### config.mk
export PLATFORM = sky130hd
export DESIGN_NAME = keypad_code_collector
export DESIGN_NICKNAME = d
export VERILOG_FILES = /design/src/rtl/keypad_code_collector.sv
export SDC_FILE = /design/constraint.sdc
export NUM_CORES = 1
export LEC_CHECK = 0
export CELL_PAD_IN_SITES_DETAIL_PLACEMENT = 0
export CELL_PAD_IN_SITES_GLOBAL_PLACEMENT = 2
export CORE_ASPECT_RATIO = 0.5
export CORE_MARGIN = 4
export CORE_UTILIZATION = 35
export DETAILED_ROUTE_END_ITERATION = 8
export HOLD_SLACK_MARGIN = 0.05
export PLACE_DENSITY = 0.78
export SYNTH_ARGS = -nofsm -noshare
export SYNTH_HDL_FRONTEND = slang
export SYNTH_SLANG_ARGS = --single-unit
export TNS_END_PERCENT = 50
### constraint.sdc
create_clock -name clock -period 2.9 [get_ports clock]
set_input_delay 0.435 -clock clock [delete_from_list [all_inputs] [get_ports clock]]
set_output_delay 0.435 -clock clock [all_outputs]
set_load 0.1 [all_outputs]
### src/rtl/keypad_code_collector.sv
// Debounces keypad scanner presses and collects DIGITS key codes
// into a buffer, presenting the finished code with valid/ack.
module keypad_code_collector #(
  parameter int          DIGITS     = 4,
  parameter int          DEBOUNCE   = 3,
  parameter logic [3:0]  CANCEL_KEY = 4'hF,
  localparam int         CW = $clog2(DIGITS + 1),
  localparam int         DW = $clog2(DEBOUNCE + 1)
) (
  input  logic                  clock,
  input  logic                  _reset,
  input  logic                  done,
  input  logic [3:0]            q3_q0,
  input  logic                  ack,
  output logic [4*DIGITS-1:0]   code,
  output logic                  valid,
  output logic [CW-1:0]         count,
  output logic                  key_strobe
);

  typedef enum logic [1:0] {
    IDLE,
    DEB,
    HELD,
    OUT
  } state_t;

  state_t              state, state_n;
  logic [3:0]          key_r, key_n;
  logic [DW-1:0]       cnt, cnt_n;
  logic [4*DIGITS-1:0] buffer, buf_n;
  logic [4*DIGITS-1:0] shifted;
  logic [CW-1:0]       count_n;
  logic                valid_n;
  logic                strobe_n;

  if (DIGITS == 1) begin : g_one
    assign shifted = key_r;
  end else begin : g_many
    assign shifted = {buffer[4*DIGITS-5:0], key_r};
  end

  always_ff @(posedge clock or negedge _reset) begin
    if (!_reset) begin
      state      <= IDLE;
      key_r      <= '0;
      cnt        <= '0;
      buffer     <= '0;
      count      <= '0;
      valid      <= 1'b0;
      key_strobe <= 1'b0;
    end else begin
      state      <= state_n;
      key_r      <= key_n;
      cnt        <= cnt_n;
      buffer     <= buf_n;
      count      <= count_n;
      valid      <= valid_n;
      key_strobe <= strobe_n;
    end
  end

  always_comb begin
    state_n  = state;
    key_n    = key_r;
    cnt_n    = cnt;
    buf_n    = buffer;
    count_n  = count;
    valid_n  = valid;
    strobe_n = 1'b0;
    unique case (state)
      IDLE: begin
        if (done) begin
          key_n   = q3_q0;
          cnt_n   = DW'(1);
          state_n = DEB;
        end
      end
      DEB: begin
        if (!done) begin
          state_n = IDLE;
        end else if (q3_q0 != key_r) begin
          key_n = q3_q0;
          cnt_n = DW'(1);
        end else if (cnt < DW'(DEBOUNCE - 1)) begin
          cnt_n = cnt + DW'(1);
        end else begin
          state_n  = HELD;
          strobe_n = 1'b1;
          if (key_r == CANCEL_KEY) begin
            buf_n   = '0;
            count_n = '0;
          end else begin
            buf_n   = shifted;
            count_n = count + CW'(1);
          end
        end
      end
      HELD: begin
        if (!done) begin
          if (count == CW'(DIGITS)) begin
            state_n = OUT;
            valid_n = 1'b1;
          end else begin
            state_n = IDLE;
          end
        end
      end
      OUT: begin
        // back to HELD so a key held across ack needs a release first
        if (ack) begin
          buf_n   = '0;
          count_n = '0;
          valid_n = 1'b0;
          state_n = HELD;
        end
      end
      default: state_n = IDLE;
    endcase
  end

  assign code = buffer;

endmodule

Word level (Yosys, flattened, before mapping)
Cells that the tools add are included.
{"block": "totals", "word_cells": 72, "regBits": 29}
{"block": "op_classes", "add_sub_neg": 2, "muxes": 36, "order_cmp": 1, "n_reduce_logical": 9, "n_eq_ne": 17}
{"cell": "$mux 16", "n": 5}
{"cell": "$pmux 16 s2", "n": 1}
{"cell": "$mux 2", "n": 10}
{"cell": "$ne 2x2->1 const B", "n": 8}
{"cell": "$mux 3", "n": 5}
{"cell": "$mux 4", "n": 3}
{"cell": "$reduce_and 4->1", "n": 3}
{"cell": "$reduce_and 5->1", "n": 2}
{"cell": "$ne 3x3->1 const B", "n": 3}
{"cell": "$pmux 2 s4", "n": 1}
{"cell": "$pmux 4 s2", "n": 1}
{"cell": "$mux 1", "n": 7}
{"cell": "$pmux 3 s2", "n": 1}
{"cell": "$reduce_bool 2->1", "n": 3}
{"cell": "$eq 2x2->1 const B", "n": 2}
{"cell": "$eq 4x4->1 const B", "n": 1}
{"cell": "$ne 4x4->1", "n": 1}
{"cell": "$pmux 2 s2", "n": 1}
{"cell": "$add 3x1->3 const B", "n": 1}
{"cell": "$eq 3x3->1 const B", "n": 1}
{"cell": "$add 2x1->2 const B", "n": 1}
{"cell": "$eq 2x1->1 const B", "n": 1}
{"cell": "$logic_not 2->1", "n": 1}
{"cell": "$lt 2x2->1 const B", "n": 1}
{"cell": "$pmux 1 s2", "n": 1}

Depth between registers and ports, before layout
Gate-level depths: netlist of the first run.
{"block": "logic_depth", "word_depth": 6, "ltp_mapped": 7, "depth_no_buf": 5}

Worst setup path after synthesis of the first run
OpenSTA, ideal clock, no wires.
{"block": "synth_path", "kind": "register -> register", "startpoint": "register count[0]", "endpoint": "register state[0]", "stages_incl_launch_ff": 6, "path_buffers": 0, "path_slack_ns": 1.120, "arrival_time_ns": 1.662, "path_cell_list": "dfrtp_1 inv_1 ha_1 nand3b_1 mux2i_1 a21o_1"}
{"block": "synth_between", "elab_chain_cells": 4}
{"item": "from (decl)", "line": "17", "source": "output logic [CW-1:0] count,"}
{"item": "from (signal assigned)", "line": "57", "source": "count <= count_n;"}
{"item": "$eq 3x3->1", "line": "101", "source": "if (count == CW'(DIGITS)) begin"}
{"item": "$mux 2", "line": "101"}
{"item": "$mux 2", "line": "100", "source": "if (!done) begin"}
{"item": "$pmux 2 s4", "line": "71", "source": "unique case (state)"}
{"item": "to (signal assigned)", "line": "53", "source": "state <= state_n;"}
{"item": "to (decl)", "line": "28", "source": "state_t state, state_n;"}
No other way between the ends. The select of a mux whose other input is x is not followed.
A chain may end at the register's enable or synchronous reset.

Worst setup path after layout of the first run
{"block": "layout_path", "startpoint": "input q3_q0[1]", "endpoint": "register count[0]"}
{"block": "layout_between", "elab_chain_cells": 3}
{"item": "from (decl)", "line": "13", "source": "input logic [3:0] q3_q0,"}
{"item": "$ne 4x4->1", "line": "82", "source": "end else if (q3_q0 != key_r) begin"}
{"item": "$ne 2x2->1 (no line)"}
{"item": "$reduce_and 5->1 (no line)"}
No other way between the ends.

==> flow_metrics.env, run 1 <==
export IMPL_ctsHoldBuffers=0
export IMPL_clock_sinks=29
export IMPL_synth_async_reset_ratio_pct=100.0
export IMPL_ys_seq_area_share_pct=56.15
export IMPL_synth_cells=97
export IMPL_clk_path_buf_depth=2
export IMPL_dr_first_iter_drc_count=27
export IMPL_clock_fmax_mhz=562.7
export IMPL_cts_tree="built"
export IMPL_antenna_found_initial=0
export IMPL_status="finished, final reports clean"
export IMPL_start_util_pct=37.03
export IMPL_drtAntennaViolNets=0
export IMPL_rows=15
export IMPL_final_cell_mix="dfrtp_1, buf_4, a22o_2"
export IMPL_worst_pin_slew_ns=0.5366
export IMPL_finalHoldViolCount=0
export IMPL_root_buffer="clkbuf_8"
export IMPL_ir_worst_vdd_mv=0.3900
export IMPL_via_count=884
export IMPL_power_density_mw_per_mm2=808.6
export IMPL_critPathKind="in -> reg"
export IMPL_synth_warning_count=0
export IMPL_synth_avg_cell_area_um2=13.32
export IMPL_fin_crit_ns=1.777
export IMPL_syn_cell_area_mm2=0.001292
export IMPL_cts_resized=0
export IMPL_grt_pass1_wl_um=4298
export IMPL_rsz0062_at_grt="no"
export IMPL_die_area_mm2=0.004788
export IMPL_final_common_cell="dfrtp_1"
export IMPL_dp_hpwl_um=1802
export IMPL_fp_dieH_um=50.97
export IMPL_regToRegSetupSlack_ns=1.26
export IMPL_min_path_type="reg -> reg"
export IMPL_slew_violations=0
export IMPL_ys_types=29
export IMPL_port_buffers=28
export IMPL_cp_start_kind="input port"
export IMPL_htree_levels=2
export IMPL_setup_viol=0
export IMPL_ys_flop_type="dfrtp_1"
export IMPL_clk_latency_ns=0.28
export IMPL_leakage_nw=0.7752
export IMPL_layout_core_utilization_pct=47.31
export IMPL_cts_setup_buffers=0
export IMPL_coreArea_mm2=0.003491
export IMPL_final_setup_tns_ns=0
export IMPL_area_growth_pct=27.78
export IMPL_cp_end_kind="flip-flop"
export IMPL_routed_via_density=4.831
export IMPL_clkTransAtPathRegs_ns=0.07
export IMPL_fin_worst_skew_ns=0.004511
export IMPL_synth_edf_count=0
export IMPL_grt_pass1_vias=880
export IMPL_final_nets=141
export IMPL_io_pins=29
export IMPL_routabilityCongestion=0.6898
export IMPL_numCtsBuffers=5
export IMPL_arrival_ns=1.95
export IMPL_drtPass1Iterations=4
export IMPL_grt_max_degree=30
export IMPL_crit_required_ns=3.07
export IMPL_fin_crit_sh_pct=61.28
export IMPL_drcViolationCount=0
export IMPL_drt_total_wl_um=2652
export IMPL_synth_nets=107
export IMPL_grt_usage_pct=12.42
export IMPL_diodes=0
export IMPL_die_width_um=93.94
export IMPL_critPathMaxFanout=19
export IMPL_wl_per_cell_um=14.49
export IMPL_grt_ovfl_total=0
export IMPL_drive_above_1_share_pct=40.15
export IMPL_maxCapViolCount=0
export IMPL_ys_ff_latch=29
export IMPL_max_slew_margin_pct=64.06
## per-layer routing
metal	global-route usage, %	vias to the layer above	part of all wire (%)
met5	0	-	0
met4	7.194	0	2.5
met2	16.57	23	40
met1	16.61	424	52
li1	-	429	-
met3	5.294	8	5.4
## critical path, cell delays in order
cell,delay (ns)
clkdlybuf4s50_1,0.44
xnor2_1,0.24
and4_4,0.30
o211ai_4,0.20
mux2_2,0.33
## cells in the mapped netlist, types with 2 or more instances
cell | count | share of area (%)
ha_1 | 2 | 1.9
a21oi_1 | 3 | 1.2
a31oi_1 | 2 | 0.97
inv_1 | 5 | 1.5
a22o_2 | 10 | 7.7
nand4_1 | 2 | 0.97
dfrtp_1 | 29 | 56
mux2_2 | 5 | 4.4
nand2_1 | 6 | 1.7
xnor2_1 | 4 | 2.7
buf_6 | 3 | 2.6
a21o_1 | 2 | 1.2
a22o_1 | 7 | 4.7
nand3b_1 | 2 | 1.2
## through the flow
stage | area, um^2 | setup WS (ns) | hold slack, ns | power [mW] | instances
floorplan | 1292 | 1.120 | 0.1394 | 0.9184 | 97
global placement | 1565 | 0.8291 | 0.4976 | 1.019 | 175
detailed placement | 1565 | 0.8295 | 0.5005 | 1.020 | 175
CTS | 1652 | 1.134 | 0.5152 | 1.355 | 183
global route | 1652 | 1.056 | 0.5462 | 1.417 | 183
finish | 1652 | 1.123 | 0.5081 | 1.335 | 183
## state kept, by name, summed over array words and instances, names as in the netlist
register / flops
state: 2
cnt: 2
key_strobe: 1
key_r: 4
code: 16
count: 3
valid: 1
## worst paths after layout
check,startpoint,depth (start not counted),to
hold / removal,code[14]$_DFFE_PN0P_,1,code[14]$_DFFE_PN0P_
max in group asynchronous,_reset,2,code[3]$_DFFE_PN0P_
hold reg to reg,code[14]$_DFFE_PN0P_,1,code[14]$_DFFE_PN0P_
setup reg to reg,key_r[1]$_DFFE_PN0P_,4,count[0]$_DFFE_PN0P_
min in group asynchronous,_reset,2,code[14]$_DFFE_PN0P_
setup / recovery,q3_q0[1],5,count[0]$_DFFE_PN0P_
## where the power goes
| part | switching [mW] | leakage (nW) | internal (mW) |
|---|---|---|---|
| Sequential | 0.0920 | 0.375 | 0.472 |
| Combinational | 0.288 | 0.356 | 0.156 |
| Clock | 0.163 | 0.0439 | 0.165 |
## cells by family (layout without fill, tap and decap cells)
group                      count (synthesis)  after routing  synth area share [%]
xor gates and xnor gates                   4              4                 2.710
buffers and inverters                      9             44                 4.647
muxes                                      6              6                 5.130
DFF                                       29             29                 56.15
adders and majority gates                  2              2                 1.936
and+or+nand+nor                           17             17                 8.906
AOI/OAI and AO/OA                         30             30                 20.52
## cell type report
type	instances	area, um^2
multi-input cells	59	506.7
flip-flops and latches	29	725.7
inverters	5	18.77
well taps	51	63.81
clock inverters	3	17.52
fillers	342	1839
repair buffers	31	250.2
clock buffers	5	68.82
Note: power is estimated with default switching activity, not from simulation.
==> inputs of run 2 (changes only) <==
Settings changed: CORE_UTILIZATION 35 to 33, PLACE_DENSITY 0.78 to 0.74.
Clock period 2.9 ns to 1.65 ns, I/O delays scaled along.
==> flow_metrics.env, run 2 (synthesis gave the netlist of run 1 again) <==
export IMPL_fin_worst_skew_ns=0.004766
export IMPL_max_slew_margin_pct=74.46
export IMPL_hold_worst_slack_ns=0.3429
export IMPL_clk_latency_ns=0.28
export IMPL_root_buffer="clkbuf_8"
export IMPL_routabilityCongestion=0.6755
export IMPL_cp_slowest_cell="clkdlybuf4s50_1"
export IMPL_worst_pin_slew_ns=0.3830
export IMPL_drtPass1Iterations=4
export IMPL_rsz0062_at_grt="no"
export IMPL_fp_dieH_um=52.26
export IMPL_critPathMaxFanout=10
export IMPL_grt_max_degree=30
export IMPL_leakage_nw=0.8723
export IMPL_place_area_mm2=0.001888
export IMPL_critPathKind="in -> reg"
export IMPL_die_area_mm2=0.005043
export IMPL_clock_fmax_mhz=650.5
export IMPL_clock_sinks=29
export IMPL_setup_viol=0
export IMPL_area_growth_pct=55.28
export IMPL_power_density_mw_per_mm2=1278
export IMPL_power_mw=2.565
export IMPL_maxCapViolCount=0
export IMPL_routed_via_density=4.911
export IMPL_drt_total_wl_um=2782
export IMPL_crit_required_ns=1.81
export IMPL_die_width_um=96.51
export IMPL_via_count=933
export IMPL_final_cell_mix="dfrtp_1, buf_12, a22o_2"
export IMPL_htree_levels=2
export IMPL_stdcell_area_mm2=0.002007
export IMPL_grt_ovfl_total=0
export IMPL_antenna_found_initial=0
export IMPL_grt_pass1_wl_um=4512
export IMPL_cp_end_kind="flip-flop"
export IMPL_final_nets=148
export IMPL_largest_reg_flops=16
export IMPL_dp_hpwl_um=1929
export IMPL_min_path_type="in -> async"
export IMPL_fin_crit_ns=1.537
export IMPL_drcViolationCount=0
export IMPL_slew_violations=0
export IMPL_fillers=318
export IMPL_cts_tree="built"
export IMPL_regToRegSetupSlack_ns=0.12
export IMPL_clkTransAtPathRegs_ns=0.07
export IMPL_finalHoldViolCount=0
export IMPL_ir_worst_vdd_mv=0.9996
export IMPL_critPathMaxStageDelay_ns=0.44
export IMPL_multi_input_area_um2=538.0
export IMPL_drive_above_1_share_pct=46.76
export IMPL_wl_per_cell_um=14.64
export IMPL_status="finished, final reports clean"
export IMPL_arrival_ns=1.70
export IMPL_dr_first_iter_drc_count=59
export IMPL_path_buf_inv=1
export IMPL_seqCellArea_um2=729.5
export IMPL_start_util_pct=35.87
export IMPL_fin_crit_sh_pct=93.16
export IMPL_path_cells="clkdlybuf4s50_1, xnor2_1, and4_4, o211ai_4, mux2_2"
export IMPL_rows=15
export IMPL_drtAntennaViolNets=0
export IMPL_clk_path_buf_depth=2
export IMPL_coreArea_mm2=0.003603
export IMPL_grt_usage_pct=12.23
export IMPL_port_buffers=28
export IMPL_crit_family="buffers and inverters"
export IMPL_diodes=0
export IMPL_final_common_cell="dfrtp_1"
export IMPL_numCtsBuffers=5
export IMPL_cp_start_kind="input port"
export IMPL_io_pins=29
export IMPL_grt_pass1_vias=958
## run 2: cell types whose count changed in the layout (fill, tap and decap cells not counted)
cell	change
dfrtp_2	+3
o211ai_4	+1
buf_12	+22
buf_4	-16
dfrtp_1	-3
xnor2_1	-1
xnor2_2	+1
nand2_1	-1
nand2_2	+1
## run 2: metrics by stage
stage	std cells	setup WS [ns]	util (%)	TNS, ns
finish	190	0.1128	55.69	0
global route	190	0.01212	55.69	0
CTS	189	0.05925	54.79	0
detailed placement	181	-0.2260	52.40	-4.130
global placement	181	-0.2143	52.40	-3.826
floorplan	97	0.1065	-	0
## run 2: routing by layer
layer,GRT usage (%),wire length [um],vias up
li1,-,-,446
met1,16.38,1385,465
met2,17.81,1229,18
met3,5.022,137,4
met4,4.186,29,0
met5,0,0,-
## run 2: what timing repair did
item,4_1_cts,5_1_grt
setup endpoints to repair,0,16
gates resized for setup,0,4
hold buffers,0,0
buffers inserted,0,0
## run 2: worst register-to-register path, delay by kind of cell (launching register included)
kind | cells | cell delay [ns]
xor+xnor | 1 | 0.23
mux | 1 | 0.31
simple gates | 1 | 0.33
compound gates | 1 | 0.16
flops | 1 | 0.39
## run 2: layout make-up
type | count | share of cell area [%]
clock buffers | 5 | 3.429
clock inverters | 3 | 0.8728
flip-flops and latches | 29 | 36.35
inverters | 5 | 0.9352
repair buffers | 37 | 28.43
multi-input cells | 60 | 26.81
well taps | 51 | 3.180
## run 2: final timing paths
check,start,end,cells past startpoint
setup / recovery,q3_q0[2],count[0]$_DFFE_PN0P_,5
hold / removal,_reset,key_strobe$_DFF_PN0_,2
setup reg to reg,key_r[2]$_DFFE_PN0P_,count[0]$_DFFE_PN0P_,4
hold reg to reg,cnt[0]$_DFFE_PN0P_,cnt[0]$_DFFE_PN0P_,1
max in group asynchronous,_reset,count[1]$_DFFE_PN0P_,2
min in group clock,cnt[0]$_DFFE_PN0P_,cnt[0]$_DFFE_PN0P_,1
## run 2: where the power goes
part | internal [mW] | switching, mW | leakage, nW
clock network | 0.290 | 0.269 | 0.0439
registers | 0.832 | 0.180 | 0.371
logic | 0.434 | 0.561 | 0.457
